## config.mk

```make
export PLATFORM = sky130hd
export DESIGN_NAME = fir_serial_mc
export DESIGN_NICKNAME = d
export VERILOG_FILES = /design/src/rtl/fir_serial_mc.sv
export SDC_FILE = /design/constraint.sdc
export NUM_CORES = 2
export LEC_CHECK = 0
export CORE_MARGIN = 5
export CORE_UTILIZATION = 60
export CTS_CLUSTER_DIAMETER = 50
export DETAILED_ROUTE_END_ITERATION = 10
export HOLD_SLACK_MARGIN = 0.12
export PLACE_DENSITY = 0.78
export REMOVE_ABC_BUFFERS = 1
export SYNTH_ARGS = -nofsm -noshare
export SYNTH_HDL_FRONTEND = slang
export SYNTH_SLANG_ARGS = --single-unit
export TNS_END_PERCENT = 1
```

## constraint.sdc

```tcl
create_clock -name i_clk -period 30.3 [get_ports i_clk]
set_input_delay 9.09 -clock i_clk [delete_from_list [all_inputs] [get_ports i_clk]]
set_output_delay 9.09 -clock i_clk [all_outputs]
set_load 0.01 [all_outputs]
```

## src/rtl/fir_serial_mc.sv

```systemverilog
// fir_serial_mc: multi-channel bit-serial FIR filter.
//
// Samples arrive one bit per accepted cycle on i_din. Each complete sample is
// pushed into its channel's circular delay line and filtered against a shared
// coefficient bank with a single time-shared multiplier (one tap per cycle).
// The rounded and saturated result is returned one bit per consumed cycle on
// o_dout.
//
// Ports
//   i_clk, i_rst_n        clock (rising edge), asynchronous active-low reset
//   i_en                  global enable; low freezes all state
//   i_din, i_din_valid    serial sample bit and its qualifier
//   i_ch                  channel of the incoming sample (taken with first bit)
//   o_ready               input bits are being accepted
//   o_dout, o_dout_valid  serial result bit and its qualifier
//   i_ready               downstream consumes the current o_dout bit
//   o_dout_ch             channel of the result being shifted out
//   o_sat                 the current result was clipped
//   i_coef_we/addr/data   coefficient bank write port (IDLE only)
//
// state      | meaning
// -----------+-------------------------------------------------------------
// S_IDLE     | waiting for the first bit of a sample; coefficient writes open
// S_SHIFT_IN | collecting the remaining sample bits
// S_MAC      | one tap per cycle, k = 0..FIR_DEPTH-1
// S_ROUND    | round, saturate, load the output shift register
// S_SHIFT_OUT| presenting result bits to the sink

module fir_serial_mc #(
    parameter int DATA_WIDTH = 24,
    parameter int COEF_WIDTH = 18,
    parameter int FIR_DEPTH  = 32,
    parameter int NUM_CH     = 2,
    parameter int LSB_FIRST  = 1,
    localparam int CH_W      = (NUM_CH > 1) ? $clog2(NUM_CH) : 1,
    localparam int AW        = (FIR_DEPTH > 1) ? $clog2(FIR_DEPTH) : 1
) (
    input  logic                  i_clk,
    input  logic                  i_rst_n,
    input  logic                  i_en,
    input  logic                  i_din,
    input  logic                  i_din_valid,
    input  logic [CH_W-1:0]       i_ch,
    output logic                  o_ready,
    output logic                  o_dout,
    output logic                  o_dout_valid,
    input  logic                  i_ready,
    output logic [CH_W-1:0]       o_dout_ch,
    output logic                  o_sat,
    input  logic                  i_coef_we,
    input  logic [AW-1:0]         i_coef_addr,
    input  logic [COEF_WIDTH-1:0] i_coef_data
);

    localparam int PROD_W = DATA_WIDTH + COEF_WIDTH;
    localparam int ACC_W  = DATA_WIDTH + COEF_WIDTH + AW;
    localparam int CNT_W  = $clog2(DATA_WIDTH + 1);

    localparam logic [CNT_W-1:0] LAST_BIT = CNT_W'(DATA_WIDTH - 1);
    localparam logic [AW-1:0]    K_LAST   = AW'(FIR_DEPTH - 1);
    localparam logic [AW:0]      DEPTH_W  = (AW + 1)'(FIR_DEPTH);

    localparam logic signed [ACC_W-1:0] RND_HALF = ACC_W'(64'd1 << (COEF_WIDTH - 2));
    localparam logic signed [ACC_W-1:0] Y_MAX =
        {{(ACC_W - DATA_WIDTH + 1){1'b0}}, {(DATA_WIDTH - 1){1'b1}}};
    localparam logic signed [ACC_W-1:0] Y_MIN =
        {{(ACC_W - DATA_WIDTH + 1){1'b1}}, {(DATA_WIDTH - 1){1'b0}}};

    typedef enum logic [2:0] {
        S_IDLE,
        S_SHIFT_IN,
        S_MAC,
        S_ROUND,
        S_SHIFT_OUT
    } state_t;

    state_t                   state_q, state_d;
    logic [CNT_W-1:0]         bit_cnt_q, bit_cnt_d;
    logic [CH_W-1:0]          ch_q, ch_d;
    logic [DATA_WIDTH-1:0]    din_sr_q, din_sr_d;
    logic [AW-1:0]            k_q, k_d;
    logic signed [ACC_W-1:0]  acc_q, acc_d;
    logic [DATA_WIDTH-1:0]    dout_sr_q, dout_sr_d;
    logic                     sat_q, sat_d;
    logic [CH_W-1:0]          dout_ch_q, dout_ch_d;

    logic signed [DATA_WIDTH-1:0] dline_q [NUM_CH][FIR_DEPTH];
    logic signed [COEF_WIDTH-1:0] coef_q  [FIR_DEPTH];
    logic [AW-1:0]                ptr_q   [NUM_CH];

    logic                     in_acc, out_acc;
    logic                     dline_we, ptr_adv, coef_wr;
    logic [DATA_WIDTH-1:0]    din_shift, dout_shift;
    logic [AW-1:0]            ptr_cur, tap_idx;
    logic [AW:0]              idx_sum;
    logic signed [DATA_WIDTH-1:0] tap;
    logic signed [COEF_WIDTH-1:0] coef_sel;
    logic signed [PROD_W-1:0] prod;
    logic signed [ACC_W-1:0]  prod_ext, acc_rnd, y_full;

    assign o_ready      = i_en & ((state_q == S_IDLE) | (state_q == S_SHIFT_IN));
    assign o_dout_valid = i_en & (state_q == S_SHIFT_OUT);
    assign in_acc       = i_din_valid & o_ready;
    assign out_acc      = i_ready & o_dout_valid;

    assign o_dout    = (LSB_FIRST != 0) ? dout_sr_q[0] : dout_sr_q[DATA_WIDTH-1];
    assign o_dout_ch = dout_ch_q;
    assign o_sat     = sat_q;

    assign din_shift  = (LSB_FIRST != 0) ? {i_din, din_sr_q[DATA_WIDTH-1:1]}
                                         : {din_sr_q[DATA_WIDTH-2:0], i_din};
    assign dout_shift = (LSB_FIRST != 0) ? {1'b0, dout_sr_q[DATA_WIDTH-1:1]}
                                         : {dout_sr_q[DATA_WIDTH-2:0], 1'b0};

    // Tap address (ptr - k) mod FIR_DEPTH; works for non-power-of-two depths.
    assign ptr_cur = ptr_q[ch_q];
    always_comb begin
        idx_sum = {1'b0, ptr_cur} + DEPTH_W - {1'b0, k_q};
        if (idx_sum >= DEPTH_W) begin
            idx_sum = idx_sum - DEPTH_W;
        end
        tap_idx = idx_sum[AW-1:0];
    end

    // At k=0 the new sample is only being written this cycle, so take it
    // straight from the deserialiser instead of the delay line.
    assign tap      = (k_q == '0) ? $signed(din_sr_q) : dline_q[ch_q][tap_idx];
    assign coef_sel = coef_q[k_q];
    assign prod     = $signed({{DATA_WIDTH{coef_sel[COEF_WIDTH-1]}}, coef_sel})
                    * $signed({{COEF_WIDTH{tap[DATA_WIDTH-1]}}, tap});
    assign prod_ext = {{(ACC_W - PROD_W){prod[PROD_W-1]}}, prod};

    assign acc_rnd = acc_q + RND_HALF;
    assign y_full  = acc_rnd >>> (COEF_WIDTH - 1);

    assign dline_we = i_en & (state_q == S_MAC) & (k_q == '0);
    assign ptr_adv  = i_en & (state_q == S_MAC) & (k_q == K_LAST);
    assign coef_wr  = i_en & i_coef_we & (state_q == S_IDLE);

    always_comb begin
        state_d   = state_q;
        bit_cnt_d = bit_cnt_q;
        ch_d      = ch_q;
        din_sr_d  = din_sr_q;
        k_d       = k_q;
        acc_d     = acc_q;
        dout_sr_d = dout_sr_q;
        sat_d     = sat_q;
        dout_ch_d = dout_ch_q;
        if (i_en) begin
            case (state_q)
                S_IDLE: begin
                    if (in_acc) begin
                        ch_d      = i_ch;
                        din_sr_d  = din_shift;
                        bit_cnt_d = CNT_W'(1);
                        state_d   = S_SHIFT_IN;
                    end
                end
                S_SHIFT_IN: begin
                    if (in_acc) begin
                        din_sr_d = din_shift;
                        if (bit_cnt_q == LAST_BIT) begin
                            bit_cnt_d = '0;
                            k_d       = '0;
                            state_d   = S_MAC;
                        end else begin
                            bit_cnt_d = bit_cnt_q + CNT_W'(1);
                        end
                    end
                end
                S_MAC: begin
                    acc_d = (k_q == '0) ? prod_ext : acc_q + prod_ext;
                    if (k_q == K_LAST) begin
                        k_d     = '0;
                        state_d = S_ROUND;
                    end else begin
                        k_d = k_q + AW'(1);
                    end
                end
                S_ROUND: begin
                    if (y_full > Y_MAX) begin
                        dout_sr_d = Y_MAX[DATA_WIDTH-1:0];
                        sat_d     = 1'b1;
                    end else if (y_full < Y_MIN) begin
                        dout_sr_d = Y_MIN[DATA_WIDTH-1:0];
                        sat_d     = 1'b1;
                    end else begin
                        dout_sr_d = y_full[DATA_WIDTH-1:0];
                        sat_d     = 1'b0;
                    end
                    dout_ch_d = ch_q;
                    state_d   = S_SHIFT_OUT;
                end
                S_SHIFT_OUT: begin
                    if (out_acc) begin
                        dout_sr_d = dout_shift;
                        if (bit_cnt_q == LAST_BIT) begin
                            bit_cnt_d = '0;
                            state_d   = S_IDLE;
                        end else begin
                            bit_cnt_d = bit_cnt_q + CNT_W'(1);
                        end
                    end
                end
                default: state_d = S_IDLE;
            endcase
        end
    end

    always_ff @(posedge i_clk or negedge i_rst_n) begin
        if (!i_rst_n) begin
            state_q   <= S_IDLE;
            bit_cnt_q <= '0;
            ch_q      <= '0;
            din_sr_q  <= '0;
            k_q       <= '0;
            acc_q     <= '0;
            dout_sr_q <= '0;
            sat_q     <= 1'b0;
            dout_ch_q <= '0;
        end else begin
            state_q   <= state_d;
            bit_cnt_q <= bit_cnt_d;
            ch_q      <= ch_d;
            din_sr_q  <= din_sr_d;
            k_q       <= k_d;
            acc_q     <= acc_d;
            dout_sr_q <= dout_sr_d;
            sat_q     <= sat_d;
            dout_ch_q <= dout_ch_d;
        end
    end

    always_ff @(posedge i_clk or negedge i_rst_n) begin
        if (!i_rst_n) begin
            for (int c = 0; c < NUM_CH; c++) begin
                ptr_q[c] <= '0;
                for (int k = 0; k < FIR_DEPTH; k++) begin
                    dline_q[c][k] <= '0;
                end
            end
            for (int k = 0; k < FIR_DEPTH; k++) begin
                coef_q[k] <= '0;
            end
        end else begin
            if (dline_we) begin
                dline_q[ch_q][ptr_cur] <= $signed(din_sr_q);
            end
            if (ptr_adv) begin
                ptr_q[ch_q] <= (ptr_cur == K_LAST) ? '0 : ptr_cur + AW'(1);
            end
            if (coef_wr) begin
                coef_q[i_coef_addr] <= $signed(i_coef_data);
            end
        end
    end

endmodule

```

==> metrics.md <==
| Metric | Value |
|---|---|
| Power Density | 93.4 mW/mm2 |
| Initial DRC Count | ~6100 |
| Total Routed Length | 299000 um |
| Clk buf depth | 3 |
| Final Hold Viols | 0 |
| Floorplan row count | 164 |
| CP Capture Type | output port |
| Post-layout net count | roughly 9000 |
| DP Worst Slack | about 11 ns |
| Vias post-DR | 71800 |
| Seq/Total Area, Yosys | 0.464 |
| Die Span X | ~460 um |
| Worst vdd ir | about 210 uV |
| Layout cells sized above 1 | 0.384 |
| Hold-fix buffers, CTS | 0 |
| Period minus WS final | 19.68 ns |
| Final Skew | about 0.066 ns |
| Mapped Area | ~0.12 mm2 |
| First-pass GRT wire length | between 400000 and 500000 um |
| Relative slew slack | 0.144 |
| Post-synth EDFFs | 0 |
| Worst path most repeated cell | clkdlybuf4s50_1 |
| Vias/cell | 6.39 |
| Leak | approximately 63 nW |
| Initial antenna violation count | 9 |
| Ys flop type | dfrtp_1 |
| Clock-pin slew on the worst setup and hold paths | ~0.060 ns |
| Drc violations | 0 |
| Gr usage total | 0.290 |
| Gate Count Post-Synth | about 8600 |
| Core Box Area | roughly 0.2 mm2 |
| Yosys warns | 0 |
| Critical Path AT | between 10 and 15 ns |
| H-tree depth | 4 |
| Maximum clock rate | ~51 MHz |
| DIE HEIGHT | 458 um |
| Post-DP HPWL | between 150000 and 200000 um |
| Post-layout util | 0.655 |
| Buf/Inv on CP | 2 |
| Startpoint types | input port |
| CP max stage delay | 0.57 ns |
| Status | complete, no violations |
| Clock sinks | 2233 |
| RSZ-0062 raised after global routing | no |
| #FFs+latches synth | around 2200 |
| Final period util | 0.649 |
| Post-synth ARST share | 1.00 |
| Slew Limit Fails | 0 |
| Area contributors post-synth | dfrtp_1, mux2_2, mux4_2 |
| Worst-Margin Slew | 1.28 ns |
| Synth cell types | 93 |
| Die ar. | 0.210 mm2 |
| Starting Density | 0.603 |
| Final Setup Violations | 0 |
| Largest net degree at the start of global routing | roughly 210 |
| Max Cap Viol | 0 |
| Area share of the largest cell type after synthesis | 0.464 |
| CTS-repair resized insts | 0 |
| Crit path cell chain | clkdlybuf4s50_1 -> nand2b_1 -> nor2_1 -> clkdlybuf4s50_1 |
| Total gr overflow | 0 |
| Num CTS Buffers | about 230 |
| Vias in the first global route | a little under 80000 |
| Setup ws final | between 10 and 15 ns |
| WS Path Type | input port to output port |
| Fill count | 13700 |
| Buffers on Ports | 35 |
| Crit path max-delay family | buffers and inverters |
| Post-CTS Repair Setup Buffers | 0 |
| Layout area overhead | 8.58% |
| Syn avg cell area | about 14 um2 |
| Crit path max-delay cell type | clkdlybuf4s50_1 |
| IO Pins | 36 |
| GPL Wtd Cong | roughly 0.91 |
| CTS tree | built |
| Final Total Pwr | roughly 12 mW |
| Initial DRT Pass Iterations | 7 |
| DRT antenna net count | 0 |
| Insertion delay to the later sink of the worst-skew pair | between 0.8 and 0.9 ns |
| Worst Path Required | about 21 ns |
| Max FO, Critical Path | 5 |
| Root Driver | clkbuf_16 |
| Hold WC Path Type | register to register |
| Hold_ws | approximately 0.47 ns |
| Leading area contributor after synthesis | dfrtp_1 |
| WL per Instance | approximately 27 um |
==> power by group <==
part / internal (mW) / switching (mW) / total (mW)
clock: 1.71 / 1.24 / 2.95
combinational: 2.27 / 3.64 / 5.91
sequential: 3.18 / 0.173 / 3.35
==> layout make-up <==
type / count / area, um2 / share of cell area
Clock buffer: 345 / 6880 / 0.0526
Antenna cell: 7 / 17.5 / 0.000134
Multi-Input combinational cell: 5181 / 59800 / 0.458
Clock inverter: 91 / 1160 / 0.00887
Sequential cell: 2233 / 55900 / 0.428
Inverter: 530 / 1990 / 0.0152
Tap cell: 2656 / 3320 / 0.0254
Timing Repair Buffer: 195 / 1660 / 0.0127
==> through the flow <==
stage	TNS, ns	cells	area (um2)
floorplan	-180.26	7944	117000
global placement	0	10800	123000
detailed placement	0	10800	123000
CTS	0	11200	131000
global route	0	11200	131000
finish	0	11200	131000
==> cells in the mapped netlist (all sizes together) (3+ instances only) <==
master,n
a211o,5
a211oi,21
a21o,46
a21oi,137
a221o,7
a221oi,3
a22oi,3
a31o,3
a31oi,19
and2,80
and3,18
and4,7
buf,300
clkbuf,380
dfrtp,2233
fa,428
ha,166
inv,530
mux2,2158
mux2i,16
mux4,660
nand2,560
nand2b,30
nand3,106
nand3b,7
nand4,21
nor2,264
nor2b,27
nor3,45
nor3b,6
nor4,7
nor4b,4
o211ai,12
o21a,10
o21ai,101
o21bai,12
o311ai,3
o31ai,9
or2,11
or3,18
or4,5
xnor2,69
xor2,44
==> cells in the final DEF (no fill, tap or decap), types with 25 or more instances in the layout <==
cell type | netlist | layout
a21o_1 | 46 | 46
mux4_2 | 660 | 660
nor3_1 | 44 | 44
ha_1 | 166 | 165
inv_1 | 522 | 522
clkinv_2 | 0 | 31
clkbuf_16 | 0 | 236
and2_1 | 80 | 80
nor2_1 | 225 | 205
clkbuf_1 | 380 | 53
mux2_2 | 1915 | 1915
xnor2_1 | 69 | 67
a21oi_1 | 134 | 134
dfrtp_2 | 0 | 25
nand3_1 | 103 | 101
buf_4 | 61 | 153
o21ai_0 | 93 | 93
clkbuf_8 | 0 | 56
nor2_4 | 0 | 40
dfrtp_1 | 2233 | 2205
fa_1 | 428 | 427
xor2_1 | 44 | 41
clkdlybuf4s50_1 | 0 | 34
nand2_1 | 542 | 542
nand2b_1 | 30 | 30
mux2_1 | 243 | 243
==> worst reg2reg max path: cells and delay by family, from the launching register on <==
kind                     cells  cell delay, ns
XOR/XNOR                     2            0.42
flip-flops                   1            0.80
AND/OR/NAND/NOR              8            1.86
multiplexers                 3            1.41
buffers and inverters        7            2.16
adder cells (fa/ha/maj)     10            5.13
AO/OA/AOI/OAI               13            2.83
==> registers in the layout (all words and copies together) (netlist names) <==
signal     cells
dline_q     1536
o_dout_ch      1
bit_cnt_q      5
ch_q           1
acc_q         47
dout_sr_q     24
state_q        3
o_sat          1
ptr_q         10
coef_q       576
k_q            5
din_sr_q      24
==> logic make-up (layout without fill, tap and decap cells) <==
group	count (synthesis)	after routing	synth area share
AOI/OAI and AO/OA	418	418	0.0225
xor gates and xnor gates	114	114	0.00840
adders and majority gates	594	594	0.0884
buffers and inverters	1210	1161	0.0426
DFF	2233	2233	0.464
muxes	2834	2834	0.327
other	0	7	0
and+or+nand+nor	1221	1221	0.0475
==> metal layers <==
layer,wire [um],GRT usage,share of wire,up-vias
li1,-,-,-,30000
met1,122000,0.402,0.41,38500
met2,139000,0.448,0.46,2616
met3,26400,0.0762,0.088,668
met4,11700,0.103,0.039,0
met5,0,0,0,-
==> final timing paths <==
path,endpoint,depth (start not counted),slack (ns),start
worst max register to register,acc_q[45]$_DFFE_PN0P_,43,15.59,ch_q$_DFFE_PN0P_
worst max-delay path,o_ready,4,10.62,i_en
worst min-delay path,dout_sr_q[23]$_DFFE_PN0P_,2,0.47,dout_sr_q[23]$_DFFE_PN0P_
max in group asynchronous,coef_q[44]$_DFFE_PN0P_,6,17.05,i_rst_n
worst min register to register,dout_sr_q[23]$_DFFE_PN0P_,2,0.47,dout_sr_q[23]$_DFFE_PN0P_
min in group asynchronous,dline_q[195]$_DFFE_PN0P_,1,8.20,i_rst_n
Note: power is estimated with default switching activity, not from simulation.
